### src/rtl/spi_master_tx.sv
// SPI mode-0 write-only master: MSB first, bursts back-to-back bytes under one
// cs frame. All outputs are registered; only the handshake looks at inputs.
module spi_master_tx #(
  parameter int CLK_DIV    = 4,
  parameter int CS_SETUP   = 4,
  parameter int GAP_CYCLES = 4,
  parameter int CS_HOLD    = 4,
  parameter int CS_IDLE    = 2
) (
  input  logic       clk,
  input  logic       reset,
  input  logic [7:0] tx_data,
  input  logic       tx_valid,
  output logic       tx_ready,
  output logic       busy,
  output logic       done,
  output logic       sck,
  output logic       cs,
  output logic       mosi
);

  typedef enum logic [2:0] {IDLE, SETUP, LOW, HIGH, GAP, HOLD, RELEASE} state_e;

  localparam logic [7:0] DIV_M1   = 8'(CLK_DIV - 1);
  localparam logic [7:0] SETUP_M1 = 8'(CS_SETUP - 1);
  localparam logic [7:0] GAP_M1   = 8'(GAP_CYCLES - 1);
  localparam logic [7:0] HOLD_M1  = 8'(CS_HOLD - 1);
  localparam logic [7:0] IDLE_M1  = 8'(CS_IDLE - 1);

  state_e     state_q, state_d;
  logic [7:0] cnt_q, cnt_d;
  logic [2:0] bit_q, bit_d;
  logic [7:0] shreg_q, shreg_d;
  logic       tx_ready_q, tx_ready_d;
  logic       busy_q, busy_d;
  logic       done_q, done_d;
  logic       sck_q, sck_d;
  logic       cs_q, cs_d;
  logic       mosi_q, mosi_d;

  logic hs, last;
  assign hs   = tx_valid & tx_ready_q;
  assign last = (cnt_q == 8'd0);

  always_comb begin
    state_d = state_q;
    cnt_d   = last ? cnt_q : cnt_q - 8'd1;
    bit_d   = bit_q;
    shreg_d = shreg_q;
    mosi_d  = mosi_q;
    done_d  = 1'b0;
    unique case (state_q)
      IDLE: if (hs) begin
        state_d = SETUP;
        cnt_d   = SETUP_M1;
        shreg_d = tx_data;
        mosi_d  = tx_data[7];
        bit_d   = 3'd0;
      end
      SETUP: if (last) begin
        state_d = LOW;
        cnt_d   = DIV_M1;
      end
      LOW: if (last) begin
        state_d = HIGH;
        cnt_d   = DIV_M1;
      end
      HIGH: if (last) begin
        if (bit_q == 3'd7) begin
          state_d = GAP;
          cnt_d   = GAP_M1;
          done_d  = 1'b1;
          mosi_d  = 1'b0;
        end else begin
          // next bit goes out on the same edge sck falls
          state_d = LOW;
          cnt_d   = DIV_M1;
          bit_d   = bit_q + 3'd1;
          shreg_d = {shreg_q[6:0], 1'b0};
          mosi_d  = shreg_q[6];
        end
      end
      GAP: if (last) begin
        if (hs) begin
          state_d = LOW;
          cnt_d   = DIV_M1;
          shreg_d = tx_data;
          mosi_d  = tx_data[7];
          bit_d   = 3'd0;
        end else begin
          state_d = HOLD;
          cnt_d   = HOLD_M1;
        end
      end
      HOLD: if (last) begin
        state_d = RELEASE;
        cnt_d   = IDLE_M1;
      end
      RELEASE: if (last) state_d = IDLE;
      default: state_d = IDLE;
    endcase

    // outputs follow the state being entered so they line up with it
    sck_d      = (state_d == HIGH);
    cs_d       = (state_d inside {IDLE, RELEASE});
    busy_d     = (state_d != IDLE);
    tx_ready_d = (state_d == IDLE) || (state_d == GAP && cnt_d == 8'd0);
  end

  always_ff @(posedge clk) begin
    if (!reset) begin
      state_q    <= IDLE;
      cnt_q      <= 8'd0;
      bit_q      <= 3'd0;
      shreg_q    <= 8'd0;
      tx_ready_q <= 1'b0;
      busy_q     <= 1'b0;
      done_q     <= 1'b0;
      sck_q      <= 1'b0;
      cs_q       <= 1'b1;
      mosi_q     <= 1'b0;
    end else begin
      state_q    <= state_d;
      cnt_q      <= cnt_d;
      bit_q      <= bit_d;
      shreg_q    <= shreg_d;
      tx_ready_q <= tx_ready_d;
      busy_q     <= busy_d;
      done_q     <= done_d;
      sck_q      <= sck_d;
      cs_q       <= cs_d;
      mosi_q     <= mosi_d;
    end
  end

  assign tx_ready = tx_ready_q;
  assign busy     = busy_q;
  assign done     = done_q;
  assign sck      = sck_q;
  assign cs       = cs_q;
  assign mosi     = mosi_q;

endmodule

### config.mk
export PLATFORM = sky130hd
export DESIGN_NAME = spi_master_tx
export DESIGN_NICKNAME = d
export VERILOG_FILES = /design/src/rtl/spi_master_tx.sv
export SDC_FILE = /design/constraint.sdc
export NUM_CORES = 1
export LEC_CHECK = 0
export ABC_AREA = 1
export BUFFER_PORTS_ARGS = -buffer_cell sky130_fd_sc_hd__buf_2
export CORE_MARGIN = 10
export CORE_UTILIZATION = 51
export DETAILED_ROUTE_END_ITERATION = 8
export GPL_TIMING_DRIVEN = 0
export MAX_ROUTING_LAYER = met4
export PLACE_DENSITY = 0.71
export SYNTH_ARGS = -nofsm -noshare
export SYNTH_HDL_FRONTEND = slang
export SYNTH_SLANG_ARGS = --single-unit
export TNS_END_PERCENT = 10
### constraint.sdc
create_clock -name clk -period 2.5 [get_ports clk]
set_input_delay 0.25 -clock clk [delete_from_list [all_inputs] [get_ports clk]]
set_output_delay 0.25 -clock clk [all_outputs]
set_load 0.005 [all_outputs]
==> results of run 1 <==
flip-flops by register name, summed over array words and instances, names as in the netlist:
register	cells
sck	1
busy	1
bit_q	3
done	1
shreg_q	7
state_q	3
tx_ready	1
cs	1
mosi	1
cnt_q	8
where the power goes:
group	switching (mW)	internal [mW]	total, mW	leakage [nW]
clock	0.130	0.0600	0.190	0.0177
combinational	0.601	0.327	0.928	0.578
sequential	0.0574	0.529	0.586	0.221
total	0.789	0.915	1.70	0.816
synth_stat cells (2+ instances only):
library cell and n:
a21oi_2 4, nor2_4 2, ha_1 4, o21bai_1 2, a21oi_1 11, nand2_1 54
o21ai_1 2, clkbuf_1 3, nor2_1 30, nand3b_1 2, inv_1 29, inv_2 4
o21ai_0 14, nand2_4 2, nand4_1 2, nand3_1 12, nor3_1 5, o21ai_2 3
dfxtp_1 27, nor2_2 3
layout by cell type, fill, tap and decap left out, drive strengths merged:
cell	instances
clkbuf	6
nand2	57
dfxtp	27
nor2	36
a21oi	15
nor3	5
nand3b	2
o21ai	19
ha	4
clkinv	2
buf	17
o21bai	2
a31oi	1
inv	34
xor2	1
nand4	2
nand3	13
per-layer routing:
layer  up-vias  global-route usage (%)  share of wire [%]  wire (um)
met3         6                    2.26                3.2         96
met4         0                    4.47                1.7         52
met1       581                    14.5                 51       1510
met5         -                       -                  0          0
li1        748                       -                  -          -
met2        22                    20.1                 44       1310
repair_timing:
| action | CTS | global route |
|---|---|---|
| endpoints found under the setup margin | 0 | 1 |
| buffers inserted | 0 | 0 |
| hold endpoints to repair | 0 | 0 |
| resized for setup | 0 | 2 |
worst min path at each step:
stage,start,endpoint,slack (ns),cells after the start
6_report,tx_data[0],shreg_q[0],0.18,3
4_1_cts,tx_data[0],shreg_q[0],0.18,3
3_5_place_dp,shreg_q[3],shreg_q[3],0.44,2
5_1_grt,tx_data[7],mosi,0.19,3
3_3_place_gp,shreg_q[3],shreg_q[3],0.44,2
2_1_floorplan,tx_data[0],shreg_q[0],0.41,2
layout make-up:
type | instances | area (sq um) | share of cell area [%]
well taps | 31 | 38.8 | 2.35
clock buffers | 3 | 22.5 | 1.36
repair buffers | 16 | 80.1 | 4.85
clock inverters | 1 | 5.00 | 0.303
inverters | 35 | 134 | 8.11
plain buffers | 4 | 22.5 | 1.36
multi-input cells | 157 | 807 | 48.9
flip-flops and latches | 27 | 541 | 32.8
logic make-up after synthesis:
family	share of synthesized area, %
AND/OR/NAND/NOR	35.2
buffers and inverters	10.4
AO/OA/AOI/OAI	14.5
flip-flops	36.0
adder cells (fa/ha/maj)	3.33
XOR/XNOR	0.583
tightest hold or removal path, cell delays in order:
cell,delay (ns)
buf_2,0.10
nand3_1,0.07
a21oi_1,0.06
==> metrics list, run 1 <==
- Global routing finished with a remaining overflow of 0.
* Syn Std Cell Area: 1500 sq um
* R2R Setup Slk: 0.31 ns
- At the worst endpoint, the required time is 2.77 ns.
- Post-place instance area: 1620 sq um
* Top achievable clock speed: 457 MHz
* Unrepaired setup endpoints after global routing: no
- Largest net degree at the start of global routing: 16
- A synthesized cell averages 6.73 sq um.
- For the worst-skew pair, the clock arrives at the later sink with an insertion delay of 0.32 ns.
- WP depth: 13
* Number of H-tree levels: 1
- Before CTS, the worst setup slack after placement is 0.229 ns.
- TritonCTS sink count: 27
* Final critical delay including setup and external delays: 2.19 ns
- Max Clock Skew: 0.00461 ns
- In this run the tool buffered the top-level ports with 16 buffer cells.
- Measured against its own limit, the worst slew margin works out to 65.4%.
- Post-synth cell types: 28
- The floorplan has 19 rows.
- Clock slew at the register clock pins of the worst setup and hold paths: 0.15 ns
- In this run the standard cell core region covers 2780 sq um.
* Diode count: 0
* Largest incremental delay on the critical path: 0.34 ns
- In the final routed layout, each cell accounts on average for 10.8 um.
* Run status: completed
* Area share of the largest cell type after synthesis: 36.0%
* Top cells by area, synth: dfxtp_1 36%, nand2_1 14%, nor2_1 7.5%
- Clock tree from TritonCTS: done
* Critical R2R Capture: tx_ready
* Leakage power of the design: 0.816 nW
* Global-route wire length before repair: 5380 um
* Starting density of the core: 54.0%
- After detailed routing, the number of vias per cell comes to 4.95.
- Summed over all failing endpoints, the final setup total negative slack is 0 ns.
* Worst setup path startpoint: cnt_q[0]
- Placed wire-length estimate: 2340 um
- Proportion of synthesized chip area in sequential cells: 36.0%
- Fraction of final layout cells sized beyond drive strength 1: 18.1%
- Routability-driven placement finished with a final weighted congestion of 0.821.
* Fin. max-slew vios: 0
* Count of unresolved DRC violations after routing: 0
- In the post-route analysis, the smallest setup slack over all paths is 0.311 ns.
- Maximum resistive drop on vdd: 0.754 mV
- Count of hold buffers inserted by post-cts repair: 0
- Biggest area consumer among synthesized cells: dfxtp_1
- Count of final setup violators: 0
- Yosys mapped a number of flops with a built-in enable equal to 0.
- Global routing used 12.2% of the available tracks.
* Via total after detailed routing: 1357
* Worst hold path type: input pin to flip-flop
* FF-to-FF Start: cnt_q[0]
* Overall power of the completed layout: 1.70 mW
- Power spread over the standard cell area amounts to 1030 nW/um^2.
* Period utilization: 87.5%
- Type of element launching the critical path: flip-flop
- The total count of hold-check failures in the final report was 0.
- Synthesized flop and latch total: 27
- Count of antenna-violating nets left after detailed routing: 0
- Async SR Flop Fraction: 0%
* Syn Inst Count: 223
- At the end of the flow the core is filled with cells to 59.3%.
* Kind of capture point of the worst setup path: flip-flop
- Ports: 17
* Synthesized netlist net count: 238
- For this design, the slowest cell found on the critical path is dfxtp_1.
* Die area: 5510 sq um
- Summing all non-filler instances in the final layout gives an area of 1650 sq um.
- For this run, the leading register cell type out of synthesis is dfxtp_1.
* Iteration-0 DRC Markers: 56
* Placed cell count: 270
- Across the run, the number of max-cap violations was 0.
- The critical path contains buffers and inverters numbering 2 combined.
- Broken down by cell family, the worst path's largest delay share belongs to simple AND/OR/NAND/NOR gates.
* Setup crit end: tx_ready
* Syn. warnings: 0
* Via count of the first global-routing pass: 1314
* Reg2Reg Depth: 13
- Net count of the finished layout: 259
- By startpoint and endpoint, the worst setup path is classified as flip-flop to flip-flop.
- Minimum hold slack: 0.185 ns
- Clock root buffer: clkbuf_4
- The layout has 271 filler cells.
- The number of antenna violations at the first check in global routing is 0.
- Walking the worst path, the cells encountered are inv_1 > ha_2 > nand2_2 > nor2_8 > inv_4 > ha_1 > o21ai_1 > nand3_1 > nor2_1 > nand3_1 > nor2_1 > nand2_1 > a21oi_1.
- At the pin with the least slew margin, the transition time is 0.519 ns.
- Measured along the y axis, the die boundary spans 74.3 um.
- Detailed-routing iteration count for the pre-antenna-repair pass: 4
- At the worst endpoint, the arrival time is 2.46 ns.
- Count of non-filler cells in the finished layout: 274
* CTS Buf Count: 3
* Synth-to-layout area growth: 9.92%
* Die X-Extent: 74.3 um
- Final wirelength: 2970 um
* Max FO, Critical Path: 9
- No sink is reached through more buffers than the 2 on the longest clock path.
No activity file was read; power rests on OpenSTA's default activity.
==> inputs of run 2 (changes only) <==
--- a/config.mk
+++ b/config.mk
@@ -5,8 +5,8 @@
 export SDC_FILE = /design/constraint.sdc
 export NUM_CORES = 1
 export LEC_CHECK = 0
-export ABC_AREA = 1
-export BUFFER_PORTS_ARGS = -buffer_cell sky130_fd_sc_hd__buf_2
+export ABC_AREA = 0
+export BUFFER_PORTS_ARGS = -buffer_cell sky130_fd_sc_hd__buf_4
 export CORE_MARGIN = 10
 export CORE_UTILIZATION = 51
 export DETAILED_ROUTE_END_ITERATION = 8
==> run 2 against run 1 <==
First-iteration DRC count grew 84%. Combinational power grew 43%. Final area is 8.9% higher. Critical endpoint unchanged. Non-clock buffer count up 14. Clock power is essentially flat. Synthesized area decreased by 2.5%. Sequential cell count unchanged. Critical path depth shrank 1. Wire length grew 17%. Sequential power up 11%. Cell count decreased by 16%. Register-to-register slack lost 0.19 ns. Critical path type unchanged.
==> metrics list, run 2 <==
* Diode count: 0 (unchanged)
- Die H: 73.6 um (was 74.3 um)
* Max Clock Skew: 0.00434 ns (was 0.00461 ns)
* Number of H-tree levels: 1 (unchanged)
- Clock slew at the register clock pins of the worst setup and hold paths: 0.14 ns (was 0.15 ns)
* Worst Path Required: 2.74 ns (was 2.77 ns)
- Via count of the first global-routing pass: 1344 (was 1314)
- Part of the total power dissipated in combinational logic: 61.3% (was 54.4%)
- The number of filler instances in the final layout is 252 (was 271).
- The maximum number of pins on one net before global-route repair is 16 (unchanged).
- The power consumption is 2.17 mW (was 1.70 mW).
- The path type of the worst min-delay path is input pin to flip-flop (unchanged).
- RD Place Congestion: 0.876 (was 0.821)
- Detailed-routing iteration count for the pre-antenna-repair pass: 4 (unchanged)
- The top-level I/O count is 17 (unchanged).
* Synthesized flop and latch total: 27 (unchanged)
- TritonCTS sink count: 27 (unchanged)
- Synthesized area divided by synthesized cell count: 8.66 sq um (was 6.73 sq um)
- Top cells by instance count after synthesis: 27 x dfxtp_1, 21 x nor2_1, 11 x nand2_1 (was 54 x nand2_1, 30 x nor2_1, 29 x inv_1)
- Crit Path Category: flip-flop to flip-flop (unchanged)
- The highest metal layer used by the detailed router is met4 (unchanged).
- The register with the most flip-flops is cnt_q (unchanged).
- Commonest cells after routing, fill and taps aside: 27 x buf_4, 25 x dfxtp_1, 21 x nor2_1, 11 x nand2_1, 9 x a21oi_1 (was 54 x nand2_1, 30 x nor2_1, 29 x inv_1, 27 x dfxtp_1, 16 x buf_2).
- The slowest cell on the critical path is dfxtp_2 (was dfxtp_1).
* Dominant cell by count in the synthesized netlist: dfxtp_1 (was nand2_1)
- Iteration-0 DRC Markers: 103 (was 56)
- Die X-Extent: 73.6 um (was 74.3 um)
- CP arrival: 2.62 ns (was 2.46 ns)
- Type of element launching the critical path: flip-flop (unchanged)
- Number of input and output port buffers inserted: 16 (unchanged)
* Kind of capture point of the worst setup path: flip-flop (unchanged)
* Fin. max-slew vios: 0 (unchanged)
- Largest registers: cnt_q x8, shreg_q x7 (unchanged)
- The met2 wirelength from detailed routing is 1720 um (was 1310 um).
- Most common cell after layout, fill and taps aside: buf_4 (was nand2_1)
* Count of antenna-violating nets left after detailed routing: 0 (unchanged)
- The net count after synthesis was 184 (was 238).
* Starting density of the core: 53.1% (was 54.0%)
- The number of instances in the synthesized netlist is 169 (was 223).
* Switching share of total power: 41.3% (was 46.3%)
- The reg-to-reg startpoint is cnt_q[1] (was cnt_q[0]).
- Number of enable flip-flop cells after synthesis: 0 (unchanged)
- Fraction of final layout cells sized beyond drive strength 1: 26.8% (was 18.1%)
- The total count of hold-check failures in the final report is 0 (unchanged).
* Via total after detailed routing: 1355 (was 1357)
* Via/cell ratio: 5.92 (was 4.95)
- The area growth from synthesis to final layout came to 22.7% (was 9.92%).
- Final critical delay including setup and external delays: 2.38 ns (was 2.19 ns)
* Clock root buffer: clkbuf_4 (unchanged)
- The sequential fraction of the synthesis area came to 36.9% (was 36.0%).
- By instance count, the cell type seen most on the critical path is ha_4.
* Reg2Reg Depth: 12 (was 13)
* Largest incremental delay on the critical path: 0.35 ns (was 0.34 ns)
* Syn. warnings: 0 (unchanged)
- Combined global-route utilization of all metal layers: 13.6% (was 12.2%)
* NetSw: 896 uW (was 789 uW)
- The die footprint is 5410 sq um (was 5510 sq um).
- Global-route wire length before repair: 5930 um (was 5380 um)
- The part of the power in the clock network was 8.7% (was 11.2%).
- Leakage power of the design: 0.736 nW (was 0.816 nW)
- Critical R2R Capture: tx_ready (unchanged)
- Initial antenna violation count: 0 (unchanged)
- The total length of routed wires is 3490 um (was 2970 um).
- Number of flip-flops under the largest register name: 8 (unchanged)
- The relative slew slack is 53.5% (was 65.4%).
* Clock Path Buffers: 2 (unchanged)
- Biggest area consumer among synthesized cells: dfxtp_1 (unchanged)
- The met3 wire length came to 82 um (was 96 um).
- Core area: 2760 sq um (was 2780 sq um)
- Setup crit end: tx_ready (unchanged)
- The share of the clock period used by the worst path is 95.1% (was 87.5%).
- The top cell type's share of synthesized area was 36.9% (was 36.0%).
* GRT Residual Overflow: 0 (unchanged)
* Max_cap viols: 0 (unchanged)
- The DRC violations left came to 0 (unchanged).
- The highest fanout seen on the critical path came to 10 (was 9).
- Part of the total power dissipated in sequential elements: 30.0% (was 34.4%)
* Syn Std Cell Area: 1460 sq um (was 1500 sq um)
- CP Cell Sequence: inv_2 > ha_4 > nor3b_4 > and2_4 > buf_6 > inv_4 > ha_4 > a2111oi_4 > a211oi_2 > a21oi_2 > o21ai_2 > a2111oi_2 (was inv_1 > ha_2 > nand2_2 > nor2_8 > inv_4 > ha_1 > o21ai_1 > nand3_1 > nor2_1 > nand3_1 > nor2_1 > nand2_1 > a21oi_1)
- Run status: completed (unchanged)
- Worst setup path startpoint: cnt_q[1] (was cnt_q[0])
- Post-synth cell types: 49 (was 28)
- Count of hold buffers inserted by post-cts repair: 0 (unchanged)
- The TritonCTS buffer count came to 3 (unchanged).
* Pwr per Cell Area: 1210 nW/um^2 (was 1030 nW/um^2)
* Top cells by area, synth: dfxtp_1 37%, nor2_1 5.4%, mux2i_1 4.8% (was dfxtp_1 36%, nand2_1 14%, nor2_1 7.5%)
- P_int: 1.28 mW (was 915 uW)
* WL per Instance: 15.2 um (was 10.8 um)
- R2R Setup Slk: 0.12 ns (was 0.31 ns)
* Placed wire-length estimate: 2530 um (was 2340 um)
- Actual transition at the worst max-transition pin: 0.687 ns (was 0.519 ns)
- Net count of the finished layout: 214 (was 259)
- Count of final setup violators: 0 (unchanged)
- The met1 layer wirelength in the final routing came to 1640 um (was 1510 um).
- The highest ir drop seen on vdd is 0.924 mV (was 0.754 mV).
- The standard-cell row count is 19 (unchanged).
- The insertion delay to the later sink of the worst-skew pair came to 0.33 ns (was 0.32 ns).
- The primary flip-flop cell chosen by synthesis mapping is dfxtp_1 (unchanged).
- Async SR Flop Fraction: 0% (unchanged)
* Clock tree from TritonCTS: done (unchanged)
* Minimum hold slack: 0.179 ns (was 0.185 ns)
* Top achievable clock speed: 421 MHz (was 457 MHz)
-- run 2: cell types whose count changed in the layout (fill, tap and decap cells not counted), sizes merged, moves of 5 or more --
cell / change
nand2: -46
a21oi: -5
and2: +5
mux2i: +7
o21ai: -14
nor2: -15
buf: +14
nand3: -7
a211oi: +8
inv: -25
-- run 2: cell families after synthesis --
family	share of synthesized area, %
AO/OA/AOI/OAI	21.6
adder cells (fa/ha/maj)	3.42
flip-flops	36.9
XOR/XNOR	2.39
multiplexers	4.79
buffers and inverters	6.41
AND/OR/NAND/NOR	24.4
-- run 2: metrics by stage --
stage / std cells / util, % / TNS, ns / cell area (sq um) / setup WS, ns
2_1_floorplan: 169 / - / 0 / 1500 / 0.0171
3_3_place_gp: 216 / 60.2 / -0.255 / 1660 / -0.255
3_5_place_dp: 216 / 60.2 / -0.266 / 1660 / -0.266
4_1_cts: 226 / 63.3 / 0 / 1750 / 0.0162
5_1_grt: 229 / 65.2 / -0.0494 / 1800 / -0.0494
6_report: 229 / 65.2 / 0 / 1800 / 0.122
-- run 2: cell type report --
| type | count | area [sq um] | share of cell area [%] |
|---|---|---|---|
| buffer | 9 | 57.6 | 3.20 |
| clock inverter | 1 | 5.00 | 0.279 |
| timing repair buffer | 25 | 188 | 10.4 |
| inverter | 9 | 36.3 | 2.02 |
| clock buffer | 3 | 22.5 | 1.25 |
| tap | 31 | 38.8 | 2.16 |
| multi-input combinational | 124 | 903 | 50.3 |
| sequential | 27 | 546 | 30.4 |
-- run 2: worst max-delay path, delay by kind of cell (launching register included) --
kind            cells  cell delay (ns)
compound gates      5             0.94
buf+inv             3             0.24
flops               1             0.35
simple gates        2             0.38
fa+ha+maj           2             0.38
-- run 2: routing by layer --
metal  up-vias  global-route usage (%)
li1        678                       -
met1       644                    17.3
met2        28                    21.0
met3         5                    2.02
met4         0                    5.38
met5         -                       -
-- run 2: worst min-delay path by stage --
stage / depth (start not counted) / startpoint / slack [ns] / to
6_report: 3 / tx_data[0] / 0.18 / shreg_q[0]
2_1_floorplan: 2 / reset / 0.40 / shreg_q[0]
3_3_place_gp: 2 / shreg_q[0] / 0.45 / shreg_q[0]
4_1_cts: 3 / tx_data[0] / 0.18 / shreg_q[0]
5_1_grt: 3 / tx_data[0] / 0.20 / shreg_q[0]
3_5_place_dp: 2 / shreg_q[0] / 0.46 / shreg_q[0]
-- run 2: what timing repair did --
| item | in CTS | in global routing |
|---|---|---|
| buffers inserted | 6 | 3 |
| endpoints found under the setup margin | 1 | 1 |
| pin swaps | 1 | 2 |
| hold endpoints to repair | 0 | 0 |
| gates resized for setup | 4 | 5 |
-- run 2: power by group through the flow --
stage / logic [mW] / registers, mW / clock network [mW]
CTS: 1.17 / 0.650 / 0.194
floorplan: 0.819 / 0.637 / 0
global placement: 0.993 / 0.652 / 0
global route: 1.48 / 0.667 / 0.214
detailed placement: 1.02 / 0.659 / 0
finish: 1.33 / 0.653 / 0.189
